File: src/rtl/tone_pkg.sv
// Shared constants, FSM state type and channel helpers for the tone arbiter.
package tone_pkg;

    localparam logic [1:0] CH_ALARM    = 2'd0;
    localparam logic [1:0] CH_UART     = 2'd1;
    localparam logic [1:0] CH_SONG     = 2'd2;
    localparam logic [1:0] OWNER_NONE  = 2'd3;
    localparam logic [7:0] TONE_SILENT = 8'd0;

    typedef enum logic [1:0] {
        IDLE = 2'd0,
        PLAY = 2'd1,
        GAP  = 2'd2
    } state_e;

    // Lowest-index requester wins; OWNER_NONE when nobody asks.
    function automatic logic [1:0] pick_winner(input logic [2:0] req);
        if (req[0]) begin
            return CH_ALARM;
        end else if (req[1]) begin
            return CH_UART;
        end else if (req[2]) begin
            return CH_SONG;
        end else begin
            return OWNER_NONE;
        end
    endfunction

    function automatic logic [2:0] chan_onehot(input logic [1:0] ch);
        case (ch)
            CH_ALARM: return 3'b001;
            CH_UART:  return 3'b010;
            CH_SONG:  return 3'b100;
            default:  return 3'b000;
        endcase
    endfunction

endpackage

File: src/rtl/tone_arbiter_ms_tick.sv
// Millisecond prescaler: tick is high while the count sits on its last value,
// so the consumer acts on the edge that wraps the count.
module ms_tick #(
    parameter int CLK_PER_MS = 50_000
) (
    input  logic sys_clk,
    input  logic sys_rst_n,
    input  logic clr,
    input  logic hold,
    output logic tick
);

    localparam int            PW   = (CLK_PER_MS > 1) ? $clog2(CLK_PER_MS) : 1;
    localparam logic [PW-1:0] LAST = PW'(CLK_PER_MS - 1);

    logic [PW-1:0] cnt_q, cnt_d;
    logic          tick_q, tick_d;

    // Next prescaler count and its registered wrap flag.
    always_comb begin
        if (clr) begin
            cnt_d = {PW{1'b0}};
        end else if (hold) begin
            cnt_d = cnt_q;
        end else if (cnt_q == LAST) begin
            cnt_d = {PW{1'b0}};
        end else begin
            cnt_d = cnt_q + PW'(1);
        end
        tick_d = (cnt_d == LAST);
    end

    // Prescaler state registers.
    always_ff @(posedge sys_clk or negedge sys_rst_n) begin
        if (!sys_rst_n) begin
            cnt_q  <= {PW{1'b0}};
            tick_q <= (LAST == {PW{1'b0}});
        end else begin
            cnt_q  <= cnt_d;
            tick_q <= tick_d;
        end
    end

    assign tick = tick_q;

endmodule

File: src/rtl/tone_arbiter.sv
// Shares one tone-generator input among alarm, UART and song sources with
// ms-timed notes, a silent gap after each note, and alarm preemption.
module tone_arbiter
    import tone_pkg::*;
#(
    parameter int CLK_PER_MS = 50_000,
    parameter int GAP_MS     = 10
) (
    input  logic        sys_clk,
    input  logic        sys_rst_n,
    input  logic        pause,
    input  logic [2:0]  vld,
    input  logic [7:0]  tone0,
    input  logic [7:0]  tone1,
    input  logic [7:0]  tone2,
    input  logic [15:0] dur0,
    input  logic [15:0] dur1,
    input  logic [15:0] dur2,
    output logic [2:0]  rdy,
    output logic [2:0]  done,
    output logic [2:0]  aborted,
    output logic [7:0]  music_tone,
    output logic        busy,
    output logic [1:0]  owner
);

    localparam logic [15:0] GAP_M1 = 16'(GAP_MS - 1);

    state_e      state_q, state_d;
    logic [1:0]  owner_q, owner_d;
    logic [7:0]  tone_q, tone_d;
    logic [15:0] dur_m1_q, dur_m1_d;
    logic [15:0] ms_cnt_q, ms_cnt_d;
    logic [2:0]  rdy_q, rdy_d, done_q, done_d, aborted_q, aborted_d;
    logic [7:0]  music_tone_q, music_tone_d;
    logic        busy_q, busy_d;

    logic        tick, clr, accept;
    logic [1:0]  winner;
    logic [7:0]  sel_tone;
    logic [15:0] sel_dur;

    ms_tick #(.CLK_PER_MS(CLK_PER_MS)) u_ms_tick (
        .sys_clk   (sys_clk),
        .sys_rst_n (sys_rst_n),
        .clr       (clr),
        .hold      (pause),
        .tick      (tick)
    );

    // Winner selection and the note it would latch.
    always_comb begin
        winner = pick_winner(vld);
        case (winner)
            CH_ALARM: begin sel_tone = tone0;       sel_dur = dur0;  end
            CH_UART:  begin sel_tone = tone1;       sel_dur = dur1;  end
            CH_SONG:  begin sel_tone = tone2;       sel_dur = dur2;  end
            default:  begin sel_tone = TONE_SILENT; sel_dur = 16'd0; end
        endcase
    end

    // Scheduler FSM next-state, counters and output pulses.
    always_comb begin
        state_d   = state_q;
        owner_d   = owner_q;
        tone_d    = tone_q;
        dur_m1_d  = dur_m1_q;
        ms_cnt_d  = ms_cnt_q;
        rdy_d     = 3'b000;
        done_d    = 3'b000;
        aborted_d = 3'b000;
        accept    = 1'b0;
        clr       = 1'b0;
        if (!pause) begin
            case (state_q)
                IDLE: begin
                    accept = |vld;
                end
                PLAY: begin
                    if (tick) begin
                        if (ms_cnt_q == dur_m1_q) begin
                            done_d   = chan_onehot(owner_q);
                            ms_cnt_d = 16'd0;
                            if (GAP_MS == 0) begin
                                state_d = IDLE;
                                owner_d = OWNER_NONE;
                            end else begin
                                state_d = GAP;
                            end
                        end else begin
                            ms_cnt_d = ms_cnt_q + 16'd1;
                        end
                    end else begin
                        ms_cnt_d = ms_cnt_q;
                    end
                end
                GAP: begin
                    if (tick) begin
                        if (ms_cnt_q == GAP_M1) begin
                            state_d  = IDLE;
                            owner_d  = OWNER_NONE;
                            ms_cnt_d = 16'd0;
                        end else begin
                            ms_cnt_d = ms_cnt_q + 16'd1;
                        end
                    end else begin
                        ms_cnt_d = ms_cnt_q;
                    end
                end
                default: begin
                    state_d = IDLE;
                    owner_d = OWNER_NONE;
                end
            endcase
            // An alarm cuts in; a note that just finished keeps its done instead.
            if ((state_q != IDLE) && (owner_q != CH_ALARM) && vld[0]) begin
                accept = 1'b1;
                if ((state_q == PLAY) && (done_d == 3'b000)) begin
                    aborted_d = chan_onehot(owner_q);
                end else begin
                    aborted_d = 3'b000;
                end
            end else begin
                aborted_d = 3'b000;
            end
            if (accept) begin
                state_d  = PLAY;
                owner_d  = winner;
                tone_d   = sel_tone;
                dur_m1_d = (sel_dur == 16'd0) ? 16'd0 : (sel_dur - 16'd1);
                ms_cnt_d = 16'd0;
                rdy_d    = chan_onehot(winner);
                clr      = 1'b1;
            end else begin
                clr      = 1'b0;
            end
        end else begin
            accept = 1'b0;
        end
        music_tone_d = (!pause && (state_d == PLAY)) ? tone_d : TONE_SILENT;
        busy_d       = (state_d != IDLE);
    end

    // State and registered outputs.
    always_ff @(posedge sys_clk or negedge sys_rst_n) begin
        if (!sys_rst_n) begin
            state_q      <= IDLE;
            owner_q      <= OWNER_NONE;
            tone_q       <= TONE_SILENT;
            dur_m1_q     <= 16'd0;
            ms_cnt_q     <= 16'd0;
            rdy_q        <= 3'b000;
            done_q       <= 3'b000;
            aborted_q    <= 3'b000;
            music_tone_q <= TONE_SILENT;
            busy_q       <= 1'b0;
        end else begin
            state_q      <= state_d;
            owner_q      <= owner_d;
            tone_q       <= tone_d;
            dur_m1_q     <= dur_m1_d;
            ms_cnt_q     <= ms_cnt_d;
            rdy_q        <= rdy_d;
            done_q       <= done_d;
            aborted_q    <= aborted_d;
            music_tone_q <= music_tone_d;
            busy_q       <= busy_d;
        end
    end

    assign rdy        = rdy_q;
    assign done       = done_q;
    assign aborted    = aborted_q;
    assign music_tone = music_tone_q;
    assign busy       = busy_q;
    assign owner      = owner_q;

endmodule
File: config.mk
export PLATFORM = sky130hd
export DESIGN_NAME = tone_arbiter
export DESIGN_NICKNAME = d
export VERILOG_FILES = /design/src/rtl/tone_pkg.sv /design/src/rtl/tone_arbiter_ms_tick.sv /design/src/rtl/tone_arbiter.sv
export SDC_FILE = /design/constraint.sdc
export NUM_CORES = 1
export LEC_CHECK = 0
export BUFFER_PORTS_ARGS = -buffer_cell sky130_fd_sc_hd__clkbuf_2
export CAP_MARGIN = 20
export CORE_MARGIN = 5
export CORE_UTILIZATION = 55
export CTS_CLUSTER_SIZE = 24
export DETAILED_ROUTE_END_ITERATION = 10
export PLACE_DENSITY = 0.91
export SLEW_MARGIN = 25
export SYNTH_ARGS = -nofsm -noshare
export SYNTH_HDL_FRONTEND = slang
export SYNTH_SLANG_ARGS = --single-unit
File: constraint.sdc
create_clock -name sys_clk -period 3.66 [get_ports sys_clk]
set_clock_uncertainty 0.2 [all_clocks]
set_input_delay 0.183 -clock sys_clk [delete_from_list [all_inputs] [get_ports sys_clk]]
set_output_delay 0.183 -clock sys_clk [all_outputs]
set_load 0.02 [all_outputs]
=== Yosys cells after proc, flatten, opt, wreduce, memory -nomap -nowiden ===
Index checks and enable logic that the tools add are counted.
Widths: inputs -> output; s select.

* Memories kept: 0
* Bits in latches: 0
* Bits in writable memories: 0
* Word-level logic and storage cells: 96
* Input port bits: 78
* Register bits after elaboration: 79
* Output and inout bits: 20
* Bits in read-only memories: 0

* Shift-type cells: 0
* Mux-type cells: 46
* Bitwise gates (word level): 1
* Magnitude comparators: 0
* $mul: 0
* Eq/ne operators: 15
* Divide/modulo/power cells: 0
* $add $sub $neg: 3
* Reduce and logical (&&, ||, !) cells: 19

{| class="wikitable"
|+ Operators with widths
! kind !! number
|-
| $mux 16 || 9
|-
| $pmux 16 s3 || 1
|-
| $add 16x1->16 const B || 2
|-
| $eq 16x16->1 const B || 2
|-
| $pmux 16 s2 || 1
|-
| $mux 3 || 10
|-
| $mux 8 || 3
|-
| $pmux 8 s3 || 1
|-
| $mux 2 || 11
|-
| $pmux 3 s3 || 2
|-
| $eq 16x16->1 || 1
|-
| $eq 16x4->1 const B || 1
|-
| $logic_not 16->1 || 1
|-
| $sub 16x1->16 const B || 1
|-
| $eq 2x1->1 const B || 4
|-
| $reduce_and 4->1 || 2
|-
| $eq 2x2->1 const B || 3
|-
| $logic_not 2->1 || 3
|-
| $mux 1 || 6
|-
| $pmux 2 s3 || 1
|-
| $reduce_bool 2->1 || 3
|-
| $logic_and 1x1->1 || 4
|-
| $pmux 2 s2 || 1
|-
| $logic_not 3->1 || 1
|-
| 10 further kinds || 10
|}

=== Longest topological paths before layout ===
Gate-level depths: netlist (run 1).

* Depth in word-level cells: 11
* Depth in mapped cells: 13
* Gate-level depth less buffers: 9

=== Cells and area by module ===
A second synthesis (run 1) with hierarchy kept.

* Cell total of the unflattened synthesis: 534
* Area, all modules: 4933.5 um2

{| class="wikitable"
|+ By module, submodules not included
! module !! instances !! seq. area each (um2) !! area each (um2) !! cells each
|-
| tone_arbiter || 1 || 1554.0 || 3893.7 || 423
|-
| ms_tick || 1 || 425.4 || 1039.7 || 111
|}

=== Worst setup path before layout (run 1) ===
OpenSTA, ideal clock, no wires.

* Path kind: register to register
* Start point: register state_q[0]
* End point: register music_tone_q[7] (netlist: music_tone[7])
* Setup slack: 1.364 ns
* Clock period less this slack: 2.296 ns
* Library setup time: 0.120 ns
* Required time: 3.340 ns
* Stages on the path, launching flop included: 9
* Path buffers: 0
* Data arrival time: 1.976 ns
* Cells stage by stage: dfrtp_1 inv_1 ha_1 o31ai_1 nand2_1 nor3_1 a32oi_2 and2_1 and3b_1

* Longest elaborated chain between the ends: 10
* Elaborated cells between the ends (all ways): 21
* Classes of those cells: 3 x eq/ne; 13 x mux; 5 x reduce/logical

{| class="wikitable"
|+ RTL lines
! element !! RTL line !! RTL
|-
| start, declared || tone_arbiter.sv:29 || <nowiki>state_e state_q, state_d;</nowiki>
|-
| start signal, assigned || tone_arbiter.sv:158 || <nowiki>state_q <= state_d;</nowiki>
|-
| $reduce_bool 2->1 || tone_arbiter.sv:116 || <nowiki>if ((state_q != IDLE) && (owner_q != CH_ALARM) && vld[0]) begin</nowiki>
|-
| $logic_and 1x1->1 (2 in a row) || tone_arbiter.sv:116 ||
|-
| $mux 1 || tone_arbiter.sv:116 ||
|-
| $mux 1 || tone_arbiter.sv:74 || <nowiki>if (!pause) begin</nowiki>
|-
| $mux 2 || tone_arbiter.sv:126 || <nowiki>if (accept) begin</nowiki>
|-
| $mux 2 || tone_arbiter.sv:74 ||
|-
| $eq 2x1->1 || tone_arbiter.sv:140 || <nowiki>music_tone_d = (!pause && (state_d == PLAY)) ? tone_d : TONE_SILENT;</nowiki>
|-
| $logic_and 1x1->1 || tone_arbiter.sv:140 ||
|-
| $mux 8 * || tone_arbiter.sv:140 ||
|-
| via music_tone_d[7] || tone_arbiter.sv:35 || <nowiki>logic [7:0] music_tone_q, music_tone_d;</nowiki>
|-
| end signal, assigned || tone_arbiter.sv:166 || <nowiki>music_tone_q <= music_tone_d;</nowiki>
|-
| end, declared || tone_arbiter.sv:35 ||
|}

The timed path passes the listed nets; every way through them passes the cells marked *. The select of a mux whose other input is x is not followed.
A chain may end at the register's enable or synchronous reset.

=== Final worst setup path (run 1) ===
* Start point: register state_q[1]
* End point: register music_tone_q[2] (netlist: music_tone[2])

* Elaborated cells between the ends (all ways): 21
* Classes of those cells: 3 x eq/ne; 13 x mux; 5 x reduce/logical

{| class="wikitable"
|+ RTL lines
! element !! RTL line !! RTL
|-
| $reduce_bool 2->1 || tone_arbiter.sv:116 ||
|-
| $logic_and 1x1->1 (2 in a row) || tone_arbiter.sv:116 ||
|-
| $mux 1 * || tone_arbiter.sv:116 ||
|-
| $mux 1 * || tone_arbiter.sv:74 ||
|-
| $mux 8 * || tone_arbiter.sv:126 ||
|-
| $mux 8 * || tone_arbiter.sv:74 ||
|-
| via tone_d[2] || tone_arbiter.sv:31 || <nowiki>logic [7:0] tone_q, tone_d;</nowiki>
|-
| $mux 8 * || tone_arbiter.sv:140 ||
|-
| via music_tone_d[2] || tone_arbiter.sv:35 ||
|}

Marks and branches as above.

==> results.md, run 1 <==
Synth:
- Of the total synthesized cell area, the portion taken by AND, OR, NAND and NOR gates is 0.2754.
- The number of warnings issued by yosys is 0.
- The portion of synthesized area spent on multiplexers is 0.004437.
- The number of nets produced by synthesis is 618.
- The compound-gate portion of the synthesized area is 0.1506.
- Of the total synthesized cell area, the portion taken by XOR and XNOR cells is 0.09136.
- The mean cell area of the mapped netlist is 9.027 sq um.
- The fraction of the yosys area taken by sequential cells is 0.4129.
- The number of flops mapped to enable cells by yosys is 0.
- The dominant combinational cell family by area after synthesis is simple AND/OR/NAND/NOR gates.
- The netlist area before placement is 0.004793 sq mm.
- The synthesized-area fraction occupied by adder cells is 0.02349.
- The distinct cell type count of the synthesized netlist is slightly above 60.
- The leading register cell type out of synthesis is sky130_fd_sc_hd__dfrtp_1.
- Counting flops with an async set or reset pin after synthesis yields a share of 1.000.
- Counting every instance in the synthesized netlist gives between 500 and 600.
- The post-synthesis sequential element count is 79.

Setup path:
- The signal on the critical path passes through inv_1 > ha_1 > o31ai_1 > a21o_1 > buf_4 > nand2_1 > o31ai_1 > nand3_1 > nor2_1.
- The maximum single-stage delay on the critical path is between 500 and 600 ps.
- STA classifies the critical path startpoint as a flip-flop.
- Of all nets on the critical path, the largest fanout is 19.
- The capture instance of the worst register-to-register path is music_tone[2].
- The largest individual stage delay along the critical path comes from the cell sky130_fd_sc_hd__a21o_1.
- The worst path required time is 3720 ps.
- The worst register-to-register path begins at state_q[1].
- Counting cells, the worst reg-to-reg path comes to 9.
- The data arrival time of the critical path is slightly below 3000 ps.
- The setup check on the worst reg-to-reg path leaves a slack of 790 ps.
- In this design, the critical path's most frequently occurring cell is sky130_fd_sc_hd__o31ai_1.
- The worst setup path is captured at a flip-flop.
- The type of the worst setup path is flip-flop to flip-flop.

Clocking:
- Buffers inserted during clock tree synthesis total 9.
- The root buffer cell chosen for the clock tree is sky130_fd_sc_hd__clkbuf_8.
- The total of cells resized after clock tree synthesis is 0.
- The depth of the CTS H-tree is 3.
- Clock tree synthesis found a total of 79 sinks.
- The CTS tree is built.
- At the later pin of the worst-skew pair, clock insertion delay measures 350 ps.
- The CTS clock-pin slew for the worst setup and hold paths is roughly 80 ps.
- The largest buffer count on any clock path is 2.
- The number of setup buffers added after CTS is 0.
- Buffers inserted to repair hold after CTS numbered 10.

STA:
- Subtracting the final worst setup slack from the clock period gives roughly 2900 ps.
- Based on the critical path, the design can be clocked at up to 0.3490 GHz.
- The sum of negative setup slack is 0 ps.
- The total of endpoints with negative setup slack in the final report is 0.
- Setup repair after global routing left no endpoint under its margin.
- At the pin with the least slew margin, the transition time is 733.9 ps.
- The final number of max-transition violations is 0.
- The final number of hold-violating endpoints is 0.
- The max-slew headroom at the worst pin is 0.5107.
- The post-route fraction of the period consumed by the critical path is 0.7829.

Die:
- The die outline height is 103.4 microns.
- The row count is 34.
- The initial utilization of the core area, before any placement, comes to 0.5578.
- During I/O placement, the number of pins put on the boundary was 98.
- The area of the placeable core is 0.008593 sq mm.
- The die covers 0.01068 sq mm.
- The die width is 103.4 microns.

Worst hold path:
- The path class of the tightest hold or removal check is input port to flip-flop.
- The worst hold path passes through 5 cells.
- The worst hold path terminates at dur_m1_q[15].
- The beginning of the worst hold path is dur2[15].

Cells and area:
- Relative to the synthesized area, the layout overhead comes to 16.84%.
- For this run, the post-layout net count is slightly above 700.
- Leaving out fill and tap cells, the most frequent cell in the layout is sky130_fd_sc_hd__clkbuf_2.
- After filler insertion, the fill cell instance count of the layout stands at 672.
- The top cell types in the final layout, fill and taps aside, are sky130_fd_sc_hd__clkbuf_2, sky130_fd_sc_hd__dfrtp_1, sky130_fd_sc_hd__nor2_1, sky130_fd_sc_hd__nand2_1, sky130_fd_sc_hd__a21oi_1.
- In the final layout, the share of cells above drive strength 1 is 0.2164.
- The repair_antennas step left the layout with diodes totalling 0.

Pwr:
- The cell area power density is 461.2 mW/mm^2.
- Total power for the finished layout comes to 2.583 mW.
- The maximum vdd ir drop is 219.7 uV.
- The static leakage power is 2.524 nW.

Route:
- The overall via count from detail_route is 4,394.
- In this run, the number of DRC markers left after iteration 0 of detailed routing was 296.
- For this run, the detailed router's first-pass iteration total came to 5.
- The number of nets with antenna violations after detailed routing is 0.
- For this run, design rule violations remaining after detail routing come to 0.
- The post-detailed-route via-to-cell ratio is approximately 6.
- The mean routed wirelength per cell is 16.33 microns.
- The total length of routed wires is approximately 12,000 microns.

Placement:
- The final RePlAce weighted congestion is 0.8824.
- The number of input and output port buffers inserted is 97.
- After legalization and detailed placement, the total HPWL measured 8683 microns.

GRT:
- The largest net degree at the start of global routing is between 40 and 50.
- In the global route stage, overall resource usage came out at 0.2413.
- For this run the aggregate overflow at the end of global routing stands at 0.
- The number of antenna violations at the first check in global routing is 0.
- The first global-routing pass estimated 20,500 microns of wire.
- The number of global-route vias before repair is approximately 4,400.

Run status:
- The run finished with clean final reports.

Job:
- The tool flagged a number of max-cap violations equal to 0.
[sequential cells by signal, indices dropped and copies added (netlist names)]
signal           flops
dur_m1_q            16
ms_cnt_q            16
u_ms_tick.cnt_q     16
music_tone           8
tone_q               8
aborted              3
done                 3
rdy                  3
owner                2
state_q              2
busy                 1
u_ms_tick.tick       1
[layer usage]
layer | vias to the layer above | part of all wire | track usage
met1 | 2075 | 0.41 | 0.3034
met4 | 0 | 0.035 | 0.1106
met2 | 213 | 0.50 | 0.4049
met5 | - | 0 | 0
met3 | 44 | 0.064 | 0.04225
li1 | 2062 | - | -
[through the flow]
stage	utilization	instance area, sq um	instances	setup WS, ps	hold slack [ps]
2_1_floorplan	-	4793	531	1364	-312.6
3_3_place_gp	0.6194	5323	716	1098	-222.1
3_5_place_dp	0.6194	5323	716	929.3	-225.5
4_1_cts	0.6517	5600	741	916.8	45.15
5_1_grt	0.6517	5600	741	619.9	97.66
6_report	0.6517	5600	741	794.7	61.21
[logic make-up (layout without fill, tap and decap cells)]
kind of cell    Yosys count  in the layout
simple gates            242            242
compound gates          107            107
flops                    79             79
xor+xnor                 50             50
buf+inv                  41            143
fa+ha+maj                 9              9
mux                       2              2
other cells               1              1
[synth_stat cells (all sizes together) (5+ instances only)]
master | count | area (sq um)
a211oi | 5 | 42.54
inv | 14 | 52.55
dfrtp | 77 | 1927
a221oi | 7 | 61.31
nor2b | 28 | 175.2
xor2 | 19 | 166.4
and2 | 9 | 56.30
nand3 | 22 | 115.1
a31oi | 5 | 31.28
nand4 | 15 | 93.84
o21ai | 22 | 110.1
buf | 15 | 98.84
a21oi | 35 | 186.4
nand2 | 42 | 160.2
nor3 | 11 | 55.05
xnor2 | 31 | 271.5
clkbuf | 12 | 45.04
o31ai | 9 | 67.56
nand3b | 20 | 150.1
nor2 | 59 | 224.0
nor4 | 9 | 75.08
and3 | 8 | 50.05
a22o | 7 | 61.31
ha | 9 | 112.6
[area by class of cell]
class	instances	area, sq um	area share
repair buffers	114	638.1	0.1139
clock buffers	10	127.6	0.02279
well taps	108	135.1	0.02413
flip-flops and latches	79	1979	0.3534
multi-input cells	411	2618	0.4674
clock inverters	5	50.05	0.008937
inverters	14	52.55	0.009383
[worst max-delay path, delay by kind of cell (launching register included)]
family	cells	cell delay (ps)
flip-flops	1	420
AND/OR/NAND/NOR	3	400
adder cells (fa/ha/maj)	1	250
buffers and inverters	2	440
AO/OA/AOI/OAI	3	1070
[how the worst max path moves through the flow]
stage | startpoint | end | cells after the start
5_1_grt | state_q[1] | music_tone[2] | 9
3_3_place_gp | vld[1] | dur_m1_q[15] | 7
6_report | state_q[1] | music_tone[2] | 9
4_1_cts | state_q[1] | music_tone[5] | 9
2_1_floorplan | state_q[0] | music_tone[7] | 8
3_5_place_dp | vld[1] | dur_m1_q[14] | 9
[where the power goes]
group | switching (mW) | internal, mW
logic | 0.475 | 0.315
clock network | 0.308 | 0.307
registers | 0.132 | 1.05
Note: power is estimated with default switching activity, not from simulation.
==> run 2, diff against run 1 <==
Settings changed: CORE_UTILIZATION 55 to 50, PLACE_DENSITY 0.91 to 0.88.
Clock period 3.66 ns to 2.4 ns, I/O delays scaled along.
==> results.md, run 2 (synthesis gave the netlist of run 1 again) <==
Route:
- The number of detailed-route iterations in the first pass is 6 (was 5).
- The total length of routed wires is 13,330 microns (was 12,100 microns).
- The overall via count from detail_route is 4,582 (was 4,394).
- The post-detailed-route via-to-cell ratio is 5.756 (was 5.930).
- The mean routed wirelength per cell is 16.75 microns (was 16.33 microns).
- The residual DRC count is 0 (unchanged).
- The number of nets with antenna violations after detailed routing came to 0 (unchanged).
- The count of routing violations after the opening detailed-route iteration is 403 (was 296).

Clocking:
- The root cell of the clock tree is sky130_fd_sc_hd__clkbuf_8 (unchanged).
- The insertion delay of the later-clocked pin in the worst-skew pair is 360 ps (was 350 ps).
- The number of sinks on the clock net is 79 (unchanged).
- The depth of the CTS H-tree is 3 (unchanged).
- The number of buffers created by CTS is 9 (unchanged).
- The CTS clock-pin slew for the worst setup and hold paths came to 80 ps (about the same).
- The largest buffer count on any clock path is 2 (unchanged).
- The CTS tree is built (unchanged).

Die:
- The die width is 107.9 microns (was 103.4 microns).
- The I/O pin count came to 98 (unchanged).
- The die outline height came to 107.9 microns (was 103.4 microns).
- The row count is 35 (was 34).
- The area of the placeable core is 0.009284 sq mm (was 0.008593 sq mm).
- The total die area is 0.01164 sq mm (was 0.01068 sq mm).
- The initial core utilization is 0.5163 (was 0.5578).

Pwr:
- The maximum vdd ir drop is 332.3 uV (was 219.7 uV).
- The portion of total power attributed to the clock network is 0.273 (was 0.238).
- The sequential fraction of design power came to 0.396 (was 0.456).
- The static leakage power is 2.744 nW (was 2.524 nW).
- The internal power contribution is 2.983 mW (was 1.668 mW).
- The share of total power consumed by net switching is 0.3388 (was 0.3542).
- The cell area power density is 737.9 mW/mm^2 (was 461.2 mW/mm^2).
- The post-layout total power is 4.511 mW (was 2.583 mW).
- The relative contribution of combinational cells to total power is 0.331 (was 0.306).
- The reported net switching power is 1.528 mW (was 914.9 uW).

Setup path:
- The element type at the critical path end is a flip-flop (unchanged).
- Cells traversed along the worst timing path: xnor2_1 > nand4_1 > nor4_2 > buf_4 > nand2_2 > a311oi_4 > buf_4 > nor2_1 (was inv_1 > ha_1 > o31ai_1 > a21o_1 > buf_4 > nand2_1 > o31ai_1 > nand3_1 > nor2_1).
- The type of element launching the critical path is a flip-flop (unchanged).
- The highest net fanout along the worst path is 7 (was 19).
- The most repeated library cell on the critical path is sky130_fd_sc_hd__buf_4 (was sky130_fd_sc_hd__o31ai_1).
- The buffer and inverter count on the worst path is 2 (unchanged).
- The data arrival time of the critical path came to 2450 ps (was 2930 ps).
- The startpoint of the worst setup timing path was ms_cnt_q[13] (was state_q[1]).
- The kind of cell adding the most delay to the critical path was simple AND/OR/NAND/NOR gates (was compound AO/OA/AOI/OAI gates).
- The maximum single-stage delay on the critical path was 480 ps (was 570 ps).
- The start of the worst register-to-register path is ms_cnt_q[13] (was state_q[1]).
- The cell with the largest stage delay on the worst path is sky130_fd_sc_hd__dfrtp_1 (was sky130_fd_sc_hd__a21o_1).
- The type of the worst setup path is flip-flop to flip-flop (unchanged).
- The worst path required time is 2450 ps (was 3720 ps).

Placement:
- The HPWL after detailed placement is 9014 microns (was 8683 microns).
- The worst setup timing slack at the placement stage is 32.72 ps (was 929.3 ps).
- The final RePlAce weighted congestion is 0.8857 (was 0.8824).
- The count of placed standard cells including taps is 767 (was 716).
- The number of input and output port buffers inserted is 97 (unchanged).

Worst hold path:
- The beginning of the worst hold path is dur0[15] (was dur2[15]).
- The worst hold path class is input port to flip-flop (unchanged).

STA:
- The achievable frequency is 0.4172 GHz (was 0.3490 GHz).
- The time the final worst path needs with I/O delays and setup is 2397 ps (was 2865 ps).
- The final worst-path setup slack is 2.972 ps (was 794.7 ps).
- The sum of negative setup slack is 0 ps (unchanged).
- The final number of max-transition violations is 0 (unchanged).
- The post-route fraction of the period consumed by the critical path came to 0.9988 (was 0.7829).
- The final number of hold-violating endpoints is 0 (unchanged).
- The total of endpoints with negative setup slack in the final report came to 0 (unchanged).

GRT:
- The global-route usage over all layers is 0.2272 (was 0.2413).
- The total congestion overflow is 0 (unchanged).
- The global-route wire length before repair is 21,260 microns (was 20,500 microns).
- The largest net degree at the start of global routing came to 80 (was 45).
- The number of antenna violations at the first check in global routing came to 0 (unchanged).
- The number of global-route vias before repair was 4,529 (was 4,379).

Cells and area:
- The share of the core filled with cells in the final layout is 0.6585 (was 0.6517).
- The number of fillers in the final layout came to 691 (was 672).
- The fraction of layout instances using a drive strength above 1 is 0.2894 (was 0.2164).
- Leading registers by flop count: dur_m1_q x16, ms_cnt_q x16, u_ms_tick.cnt_q x16 (unchanged).
- The count of placed standard cells in the final layout, fillers left out is 796 (was 741).
- The most common cell after layout, fill and taps aside is sky130_fd_sc_hd__clkbuf_2 (unchanged).
- The number of nets in the layout came to 749 (was 716).
- The area added between synthesis and finish was 27.54% (was 16.84%).
- Commonest cells after routing, fill and taps aside: sky130_fd_sc_hd__clkbuf_2, sky130_fd_sc_hd__dfrtp_1, sky130_fd_sc_hd__nor2_1, sky130_fd_sc_hd__nand2_1, sky130_fd_sc_hd__buf_4 (was sky130_fd_sc_hd__clkbuf_2, sky130_fd_sc_hd__dfrtp_1, sky130_fd_sc_hd__nor2_1, sky130_fd_sc_hd__nand2_1, sky130_fd_sc_hd__a21oi_1).
- The number of diodes is 0 (unchanged).

Run status:
- Run status: completed (unchanged).

Job:
- The max-capacitance violation count came to 0 (unchanged).
-- run 2: cell types whose count changed in the layout (fill, tap and decap cells not counted), moves of 3 or more --
cell	before	now
sky130_fd_sc_hd__o31ai_1	9	3
sky130_fd_sc_hd__clkinv_2	4	1
sky130_fd_sc_hd__buf_4	7	38
sky130_fd_sc_hd__o31ai_4	0	4
-- run 2: per-stage QoR --
stage | hold WS [ps] | instance area, sq um
6_report | 1.408 | 6113
2_1_floorplan | -375.6 | 4793
3_5_place_dp | -14.60 | 5587
5_1_grt | -6.390 | 6113
4_1_cts | 5.549 | 5949
3_3_place_gp | -17.71 | 5587
-- run 2: routing by layer --
| metal | up-vias | track usage | routed length [microns] |
|---|---|---|---|
| li1 | 2139 | - | - |
| met1 | 2174 | 0.2815 | 5520 |
| met2 | 230 | 0.3868 | 6433 |
| met3 | 39 | 0.05519 | 1017 |
| met4 | 0 | 0.07935 | 359 |
| met5 | - | 0 | 0 |
-- run 2: final timing paths --
check	slack, ps	endpoint	cells after the start
hold / removal	1	dur_m1_q[15]	5
setup / recovery	3	music_tone[3]	8
setup reg to reg	3	music_tone[3]	8
min in group asynchronous	130	music_tone[2]	3
hold reg to reg	300	tone_q[2]	2
max in group asynchronous	1530	owner[1]	3
-- run 2: layout make-up --
class                      instances  area [sq um]  area share
multi-input combinational        411          2761      0.4517
sequential                        79          1982      0.3242
timing repair buffer             147         900.9      0.1474
tap                              129         161.4     0.02640
clock buffer                      11         151.4     0.02476
clock inverter                     5         103.9     0.01699
inverter                          14         52.55    0.008596
-- run 2: power by group through the flow --
| stage | sequential (mW) | clock [mW] | combinational [mW] |
|---|---|---|---|
| 2_1_floorplan | 1.84 | 0 | 0.745 |
| 3_3_place_gp | 1.78 | 0 | 1.25 |
| 3_5_place_dp | 1.78 | 0 | 1.32 |
| 4_1_cts | 1.76 | 1.23 | 1.35 |
| 5_1_grt | 1.81 | 1.30 | 1.61 |
| 6_report | 1.79 | 1.23 | 1.49 |
-- run 2: repair_timing --
| action | in CTS | in global routing |
|---|---|---|
| hold endpoints to repair | 88 | 1 |
| pin swaps | 1 | 4 |
| setup buffers | 0 | 2 |
| hold buffers | 10 | 1 |
| endpoints found under the setup margin | 1 | 35 |
| gates resized for setup | 2 | 28 |
-- run 2: tightest hold or removal path, delay by kind of cell --
family / cells / cell delay [ps]
compound gates: 3 / 220
buf+inv: 1 / 80
simple gates: 1 / 100
